<file path="config.mk">
export PLATFORM = sky130hd
export DESIGN_NAME = switch_toggle_leds_n
export DESIGN_NICKNAME = d
export VERILOG_FILES = /design/src/rtl/switch_toggle_pkg.sv /design/src/rtl/switch_debounce.sv /design/src/rtl/switch_toggle_leds_n.sv
export SDC_FILE = /design/constraint.sdc
export NUM_CORES = 1
export LEC_CHECK = 0
export ABC_AREA = 1
export CAP_MARGIN = 5
export CORE_UTILIZATION = 57
export CTS_CLUSTER_DIAMETER = 40
export CTS_CLUSTER_SIZE = 30
export DETAILED_ROUTE_END_ITERATION = 7
export GPL_TIMING_DRIVEN = 0
export HOLD_SLACK_MARGIN = 0.08
export PLACE_DENSITY = 0.76
export SETUP_SLACK_MARGIN = 0.3
export SYNTH_ARGS = -nofsm -noshare
export SYNTH_HDL_FRONTEND = slang
export SYNTH_SLANG_ARGS = --single-unit
</file>
<file path="constraint.sdc">
create_clock -name i_Clk -period 1.55 [get_ports i_Clk]
set_input_delay 0.155 -clock i_Clk [delete_from_list [all_inputs] [get_ports i_Clk]]
set_output_delay 0.155 -clock i_Clk [all_outputs]
set_load 0.01 [all_outputs]
</file>
<file path="src/rtl/switch_toggle_pkg.sv">
// Shared definitions for the multi-channel switch/LED toggler.
// Holds the edge-mode encodings and the debounce counter-width helper.
package switch_toggle_pkg;

    // Which debounced edge toggles an LED
    localparam int EDGE_RELEASE = 0;
    localparam int EDGE_PRESS   = 1;
    localparam int EDGE_BOTH    = 2;

    // Debounce counter width: max(1, $clog2(cycles)).
    // The counter only has to reach cycles-1, so this width never wraps.
    function automatic int cnt_width(input int cycles);
        if (cycles <= 2)
            return 1;
        return $clog2(cycles);
    endfunction

endpackage

</file>
<file path="src/rtl/switch_debounce.sv">
// Single-channel switch debouncer: optional 2-flop sync, counter, level.
// Ports: clk, rst_n (sync active-low), sw_raw (switch in), sw_db (level out).
// Config macro: SWITCH_TOGGLE_SYNC_EN adds a two-flop synchroniser.
module switch_debounce
    import switch_toggle_pkg::*;
#(
    parameter int DEBOUNCE_CYCLES = 250000
) (
    input  logic clk,
    input  logic rst_n,
    input  logic sw_raw,
    output logic sw_db
);

    localparam int CW = cnt_width(DEBOUNCE_CYCLES);
    localparam logic [CW-1:0] CNT_LAST = CW'(DEBOUNCE_CYCLES - 1);

    logic          sw_s;
    logic [CW-1:0] cnt;
    logic          db;

`ifdef SWITCH_TOGGLE_SYNC_EN
    logic [1:0] sync_q;

    always_ff @(posedge clk) begin
        if (!rst_n)
            sync_q <= '0;
        else
            sync_q <= {sync_q[0], sw_raw};
    end

    assign sw_s = sync_q[1];
`else
    assign sw_s = sw_raw;
`endif

    // Any sample agreeing with the current level restarts filtering;
    // the level flips on the DEBOUNCE_CYCLES-th differing sample in a row.
    always_ff @(posedge clk) begin
        if (!rst_n) begin
            cnt <= '0;
            db  <= 1'b0;
        end else if (sw_s == db) begin
            cnt <= '0;
        end else if (cnt == CNT_LAST) begin
            db  <= sw_s;
            cnt <= '0;
        end else begin
            cnt <= cnt + CW'(1);
        end
    end

    assign sw_db = db;

endmodule

</file>
<file path="src/rtl/switch_toggle_leds_n.sv">
// NUM_CH debounced switches, each toggling its own LED on a chosen edge.
// Ports: i_Clk, i_Rst_L (sync active-low), i_Switch (raw),
//   o_LED (LED regs), o_Switch_Db (debounced), o_Toggle_Pulse (strobe).
// Config macro: SWITCH_TOGGLE_SYNC_EN (input synchronisers, +2 latency).
module switch_toggle_leds_n
    import switch_toggle_pkg::*;
#(
    parameter int                NUM_CH          = 4,
    parameter int                DEBOUNCE_CYCLES = 250000,
    parameter int                EDGE_MODE       = EDGE_RELEASE,
    parameter logic [NUM_CH-1:0] LED_INIT        = '0
) (
    input  logic              i_Clk,
    input  logic              i_Rst_L,
    input  logic [NUM_CH-1:0] i_Switch,
    output logic [NUM_CH-1:0] o_LED,
    output logic [NUM_CH-1:0] o_Switch_Db,
    output logic [NUM_CH-1:0] o_Toggle_Pulse
);

    logic [NUM_CH-1:0] db;
    logic [NUM_CH-1:0] db_prev;
    logic [NUM_CH-1:0] rise;
    logic [NUM_CH-1:0] fall;
    logic [NUM_CH-1:0] trig;
    logic [NUM_CH-1:0] led;
    logic [NUM_CH-1:0] pulse;

    for (genvar n = 0; n < NUM_CH; n++) begin : g_ch
        switch_debounce #(
            .DEBOUNCE_CYCLES(DEBOUNCE_CYCLES)
        ) u_db (
            .clk   (i_Clk),
            .rst_n (i_Rst_L),
            .sw_raw(i_Switch[n]),
            .sw_db (db[n])
        );
    end

    assign rise = db & ~db_prev;
    assign fall = ~db & db_prev;

    if (EDGE_MODE == EDGE_PRESS) begin : g_press
        assign trig = rise;
    end else if (EDGE_MODE == EDGE_BOTH) begin : g_both
        assign trig = rise | fall;
    end else begin : g_release
        assign trig = fall;
    end

    // Pulse is registered alongside the LED so it marks the cycle
    // in which the LED shows its new value.
    always_ff @(posedge i_Clk) begin
        if (!i_Rst_L) begin
            db_prev <= '0;
            led     <= LED_INIT;
            pulse   <= '0;
        end else begin
            db_prev <= db;
            led     <= led ^ trig;
            pulse   <= trig;
        end
    end

    assign o_LED          = led;
    assign o_Switch_Db    = db;
    assign o_Toggle_Pulse = pulse;

endmodule

</file>
# After elaboration in Yosys (flattened, before gate mapping)
# Cells that the tools add are included.
totals:
  register_bits: 88
  wordCells: 39
  in_bits: 6
  out_inout_bits: 12
classes:
  bitwise: 8
  n_reduce_logical: 8
  n_eq_ne: 8
  addsub: 4
op_table:
  columns: ["cell", "count"]
  rows:
  - ["$add A18 B1 Y18 const B", 4]
  - ["$eq A18 B18 Y1 const B", 4]
  - ["$reduce_or A3 Y1", 4]
  - ["$reduce_and A2 Y1", 4]
  - ["$not A1 Y1", 5]
  - ["$and A4 B4 Y4", 1]
  - ["$eq A1 B1 Y1", 4]
  - ["$not A4 Y4", 1]
  - ["$xor A4 B4 Y4", 1]

# Longest topological paths before layout
# Gate-level depths: netlist (run 1).
logic_depth:
  depth_word: 3
  depth_mapped: 9
  depth_no_buf: 8

# Modules after synthesis
# From an unflattened synthesis (run 1), not the netlist that was laid out.
unflattened:
  hier_cells: 615
  area_unflattened_um2: 4260.3
by_module_without_submodules:
  columns: ["mod", "area_per_inst_um2", "seq_area_each_um2", "cells_per_inst", "n_inst"]
  rows:
  - ["switch_debounce", 963.4, 380.4, 141, 4]
  - ["switch_toggle_leds_n", 406.6, 240.2, 51, 1]

# Worst setup path after synthesis (run 1)
# Ideal clock, no wire load.
synth_timing:
  kind: "register -> register"
  startpoint: "register g_ch[0].u_db.cnt[0]"
  endpoint: "register g_ch[0].u_db.cnt[16]"
  slack_ns: 0.175
  stages_incl_launch_ff: 10
  setup_ns: 0.122
  t_required_ns: 1.428
  n_path_buf: 1
  synth_period_minus_slack_ns: 1.375
  arrival_time_ns: 1.253
  cell_sequence: "dfxtp_1 -> ha_1 -> nand2_1 -> nor2_2 -> nand2_1 -> nor2_2 -> nand2_1 -> nand2_2 -> buf_6 -> a21oi_1"
synth_via:
  elab_chain_len: 2
  elab_cells_between_ends: 3
  cone_classes: "1 x add/sub; 1 x eq/ne; 1 x reduce/logical"
synth_rtl:
  columns: ["element", "line_no", "source"]
  rows:
  - ["start, declared", "switch_debounce.sv:19", "logic [CW-1:0] cnt;"]
  - ["start signal, assigned", "switch_debounce.sv:49", "cnt <= cnt + CW'(1);"]
  - ["parallel branches: the longest is 2 deep, another holds $add A18 B1 Y18", null, null]
# Several ways; the timed one is not identified.
# A chain may end at the register's enable or synchronous reset.

# Worst setup path in the final report (run 1)
layout_timing:
  startpoint: "register g_ch[0].u_db.cnt[12]"
  endpoint: "register g_ch[0].u_db.cnt[16]"
# The elaborated chain is that of the path after synthesis.

==> results of run 1 <==
==> state kept, by name, summed over array words and instances (netlist names) <==
register / flops
o_Toggle_Pulse: 4
g_ch.u_db.sw_db: 4
db_prev: 4
g_ch.u_db.cnt: 72
o_LED: 4
==> cells in the final DEF, fill, tap and decap left out, types with 10 or more instances in the layout <==
master,Yosys,final
a21oi_1,28,10
buf_4,5,41
inv_1,55,53
buf_6,4,18
nor2_1,142,97
nand2_2,6,13
nand2_1,138,124
a21oi_2,0,16
clkbuf_8,0,11
nor2_2,9,31
dfxtp_1,88,59
nand3_1,33,25
dfxtp_2,0,24
xor2_1,32,27
nor2_4,1,24
==> layer usage <==
metal  up-vias  global-route usage [%]  part of all wire [%]
met1      2027                    32.9                    39
met2       173                    54.5                    52
met4         0                    12.4                   3.7
li1       2010                       -                     -
met3        41                    7.30                   5.5
met5         -                       0                     0
==> stage by stage <==
| step | cells | hold slack [ns] | instance area (um2) |
|---|---|---|---|
| after floorplan | 591 | 0.290 | 4220 |
| after global placement | 704 | 0.420 | 4510 |
| after detailed placement | 704 | 0.430 | 4510 |
| after CTS | 762 | 0.453 | 5410 |
| after global routing | 778 | 0.477 | 5850 |
| final | 778 | 0.463 | 5850 |
==> power groups by stage <==
stage	clock [uW]	sequential [uW]	combinational [uW]
after detailed placement	0	2340	108
after floorplan	0	2330	71.1
after global placement	0	2340	104
after CTS	1790	2280	213
final	1780	2280	260
after global routing	1870	2280	273
==> Yosys cell counts, types with 4 or more instances <==
| library cell | n | area (um2) |
|---|---|---|
| xor2_1 | 32 | 280 |
| buf_6 | 4 | 45.0 |
| ha_1 | 4 | 50.1 |
| dfxtp_1 | 88 | 1760 |
| inv_1 | 55 | 206 |
| nand4_1 | 8 | 50.1 |
| nor2_2 | 9 | 56.3 |
| o21ai_0 | 11 | 55.1 |
| nor2_1 | 142 | 533 |
| o21bai_1 | 4 | 30.0 |
| nor3_1 | 4 | 20.0 |
| nand3_1 | 33 | 165 |
| a21oi_1 | 28 | 140 |
| xnor2_1 | 6 | 52.6 |
| nand2_2 | 6 | 37.5 |
| nand2_1 | 138 | 518 |
| buf_4 | 5 | 37.5 |
==> path summary, 6_finish.rpt <==
kind | slack (ns) | depth (start not counted) | to
worst min register to register | 0.46 | 2 | db_prev[2]
worst max register to register | 0.06 | 6 | g_ch[0].u_db.cnt[16]
worst max-delay path | 0.06 | 6 | g_ch[0].u_db.cnt[16]
worst min-delay path | 0.46 | 3 | g_ch[1].u_db.sw_db
==> logic make-up after synthesis <==
logic type	after synthesis	synth area share [%]
AO/OA/AOI/OAI	43	5.44
buffers and inverters	67	7.26
XOR/XNOR	38	8.04
adder cells (fa/ha/maj)	4	1.21
flip-flops	88	42.6
AND/OR/NAND/NOR	351	35.5
==> critical path: cells and delay by family (launching register included) <==
family	cells	cell delay, ns
compound gates	1	0.04
buf+inv	1	0.15
flops	1	0.43
simple gates	4	0.75
==> layout make-up <==
type	count	area [um2]
Buffer	9	101
Clock buffer	12	155
Clock inverter	3	65.1
Fill cell	389	1060
Inverter	58	220
Multi-Input combinational cell	436	2640
Sequential cell	88	1810
Tap cell	96	120
Timing Repair Buffer	76	734
==> timing repair <==
action | CTS | global route
cloned | 4 | 0
buffers inserted | 39 | 16
endpoints found under the setup margin | 86 | 79
hold endpoints to repair | 0 | 0
gates resized for setup | 106 | 99
pin swaps | 27 | 24
==> impl_metrics.yaml, run 1 <==
logic_synthesis:
  synth-main-ff-cell: "dfxtp_1"
  syn_nets: 601
  synth_edf_count: 0
  yosysSeqAreaShare_pct: 42.6
  netlist_instances: 591
  ys_ff_latch: 88
  synth-warning-count: 0
  syn_avg_cell_area_um2: 7.00
  netlist_area_mm2: 0.00414
  async_flop_share_pct: 0
  synthDistinctLibCells: 24
sta:
  fin_tns_setup_ns: 0
  fin_crit_ns: 1.49
  fin_skew_ns: 0.00717
  slew_headroom_pct: 72.9
  setup_viol: 0
  final_hold_viol_count: 0
  setup_slack_ns: 0.0646
  rsz0062_at_grt: "true"
  max_freq_mhz: 673
  slew_viol_final: 0
  finalCritPeriodShare_pct: 95.8
  worstMarginPinSlew_ns: 0.405
critical_path:
  crit_path_cell_trace: "nand4_1, nor2_1, nand2_2, nand2_4, buf_8, a21oi_2"
  worstPathMaxFanout: 5
  slowest_delay_ns: 0.43
  worstPathArrival_ns: 1.72
  startpoint: "g_ch[0].u_db.cnt[12]"
  critPathSlowestCell: "dfxtp_1"
  reg2reg_from: "g_ch[0].u_db.cnt[12]"
  worstSetupPathType: "reg -> reg"
  required_ns: 1.79
  critPathLaunchType: "flop"
  worst_setup_path_end_kind: "flop"
clocking:
  numCtsBuffers: 9
  cts_tree: "built"
  path_clk_slew_ns: 0.08
  cts_root_buf: "clkbuf_8"
  clock_latency_ns: 0.35
  htree_levels: 3
  clk_path_buf_depth: 2
  ctsHoldBuffers: 0
  cts.sinks: 88
global_routing:
  gr-total-overflow: 0
  grt_pass1_vias: 3917
  grt_pass1_wl_um: 17500
  antenna_found_initial: 0
  grt_max_degree: 14
  track_usage_pct: 29.8
place:
  io_buffer_count: 17
  gp_congestion: 0.853
  place_hpwl_um: 5910
  post-place-ws_ns: -0.0919
floorplanning:
  rows: 30
  die_area_mm2: 0.00760
  dieHeight_um: 87.2
  io_pins: 18
  fp.coreArea_mm2: 0.00691
  initial_core_util_pct: 59.9
  die_width_um: 87.2
routing:
  vias: 4251
  first_pass_iters: 5
  drt_iter0_markers: 240
  viasPerCell: 5.46
  wl_per_cell_um: 15.5
  drc: 0
  antenna_left: 0
  totalWireLength_um: 12100
pwr:
  p_seq_share_pct: 52.7
  clockPowerShare_pct: 41.2
  netSwitchingFraction_pct: 21.5
  total_power_uw: 4310
  p_int_uw: 3380
  leakage_uw: 0.00202
  power.switching_uw: 929
  power_density_mw_per_mm2: 737
  ir_drop_mv: 0.681
  comb_power_share_pct: 6.0
final_layout:
  syn_to_final_growth_pct: 41.4
  final_util_pct: 84.7
  finish.net_count: 688
  antenna_cells: 0
  drive_gt1_share_pct: 34.8
run_status:
  status: "completed"
worst_hold_path:
  hold_start: "i_Switch[1]"
  holdCritPathClass: "in -> reg"
job:
  drv_cap: 0
(Power assumes the default switching activity.)
==> run 2: changes to the inputs <==
- GPL_TIMING_DRIVEN: 0 -> unset
==> run 2 against run 1 <==
Critical path depth up 3. Wire length shrank 14%. Power shrank 10%. Largest power group unchanged. Highest routed layer unchanged. Sequential cell count did not move. Sequential share of layout area rose by 1.7 points. Global-route usage shrank 2.9 points. Clock skew is essentially flat. Clock power shrank 22%. Final cell count is 3.2% lower. First-iteration DRC count fell by 45%. Sequential power is essentially flat. Die area unchanged.
==> impl_metrics.yaml, run 2 (synthesis gave the netlist of run 1 again) <==
clocking:
  cts_tree: "built"
  clock_latency_ns: 0.36
  path_clk_slew_ns: 0.09
  cts_root_buf: "clkbuf_8"
  numCtsBuffers: 9
  ctsHoldBuffers: 0
  cts.sinks: 88
  clk_path_buf_depth: 2
  htree_levels: 3
global_routing:
  antenna_found_initial: 0
  gr-total-overflow: 0
  grt_pass1_vias: 3554
  grt_max_degree: 15
  grt_pass1_wl_um: 15900
  track_usage_pct: 26.9
final_layout:
  syn_to_final_growth_pct: 33.6
  final_cells: 753
  regMostFlops: "g_ch.u_db.cnt"
  final_cell_mix: "128 x nand2_1, 105 x nor2_1, 62 x dfxtp_1"
  final_common_cell: "nand2_1"
  antenna_cells: 0
  design_area_mm2: 0.00553
  finish.net_count: 662
  drive_gt1_share_pct: 31.1
  largest_reg_flops: 72
pwr:
  leakage_uw: 0.00186
  power_density_mw_per_mm2: 701
  ir_drop_mv: 0.451
sta:
  setup_viol: 0
  final_hold_viol_count: 0
  setup_slack_ns: 0.137
  finalCritPeriodShare_pct: 91.1
  fin_crit_ns: 1.41
  slew_headroom_pct: 73.3
  slew_viol_final: 0
  max_freq_mhz: 708
  fin_skew_ns: 0.00708
  worstMarginPinSlew_ns: 0.399
  rsz0062_at_grt: "true"
critical_path:
  required_ns: 1.81
  worstPathMaxFanout: 3
  critPathLaunchType: "flop"
  worst_setup_path_end_kind: "flop"
  worstPathArrival_ns: 1.67
  worstSetupPathType: "reg -> reg"
routing:
  drt_iter0_markers: 132
  first_pass_iters: 5
  totalWireLength_um: 10400
  antenna_left: 0
  drc: 0
  vias: 3988
  wl_per_cell_um: 13.8
  viasPerCell: 5.30
job:
  drv_cap: 0
floorplanning:
  rows: 30
  initial_core_util_pct: 59.9
  io_pins: 18
  dieHeight_um: 87.2
  die_area_mm2: 0.00760
  die_width_um: 87.2
  fp.coreArea_mm2: 0.00691
place:
  post_dp_cell_area_mm2: 0.00445
  gp_congestion: 0.846
  place_hpwl_um: 5740
  post-place-cells: 698
  io_buffer_count: 17
  post-place-ws_ns: -0.107
worst_hold_path:
  holdCritPathClass: "in -> reg"
run_status:
  status: "completed"
[run 2: per-layer routing]
layer / part of all wire, % / track usage, %
met4: 2.2 / 8.49
met1: 42 / 31.8
met3: 4.5 / 6.26
met5: 0 / 0
met2: 52 / 48.1
[run 2: per-stage QoR]
stage	utilization, %	power, uW	hold slack [ns]	TNS, ns
CTS	74.2	3870	0.450	0
global placement	64.5	2430	0.422	-0.499
global route	80.1	3990	0.185	0
finish	80.1	3880	0.163	0
detailed placement	64.5	2430	0.436	-2.23
floorplan	-	2410	0.290	0
[run 2: critical path, stage by stage, from the launching register on]
cell,delay [ns]
dfxtp_2,0.36
ha_4,0.16
nand2_4,0.06
nor2_4,0.12
nand2_2,0.08
nor2_4,0.17
buf_4,0.14
nand3_1,0.07
nand2_1,0.10
a21oi_2,0.04
[run 2: where the power goes]
group	internal [uW]	total [uW]	switching [uW]
clock network	575	1390	819
logic	82.3	204	122
registers	2270	2280	12.1
total	2920	3880	953
[run 2: repair_timing]
| item | in CTS | in global routing |
|---|---|---|
| pin swaps | 26 | 32 |
| endpoints found under the setup margin | 85 | 78 |
| buffers inserted | 19 | 11 |
| gates cloned | 7 | 2 |
| gates resized for setup | 81 | 96 |
[run 2: path summary, 6_finish.rpt]
path | endpoint | startpoint | cells past startpoint | slack, ns
max | g_ch[3].u_db.sw_db | g_ch[3].u_db.cnt[1] | 9 | 0.14
min | db_prev[2] | i_Rst_L | 3 | 0.16
max reg2reg | g_ch[3].u_db.sw_db | g_ch[3].u_db.cnt[1] | 9 | 0.14
min reg2reg | db_prev[2] | g_ch[2].u_db.sw_db | 2 | 0.47
[run 2: final cells by class]
type	instances	area (um2)
tap	96	120
clock buffer	10	128
sequential	88	1800
inverter	58	223
multi-input combinational	445	2800
timing repair buffer	50	420
fill	475	1380
clock inverter	6	36.3
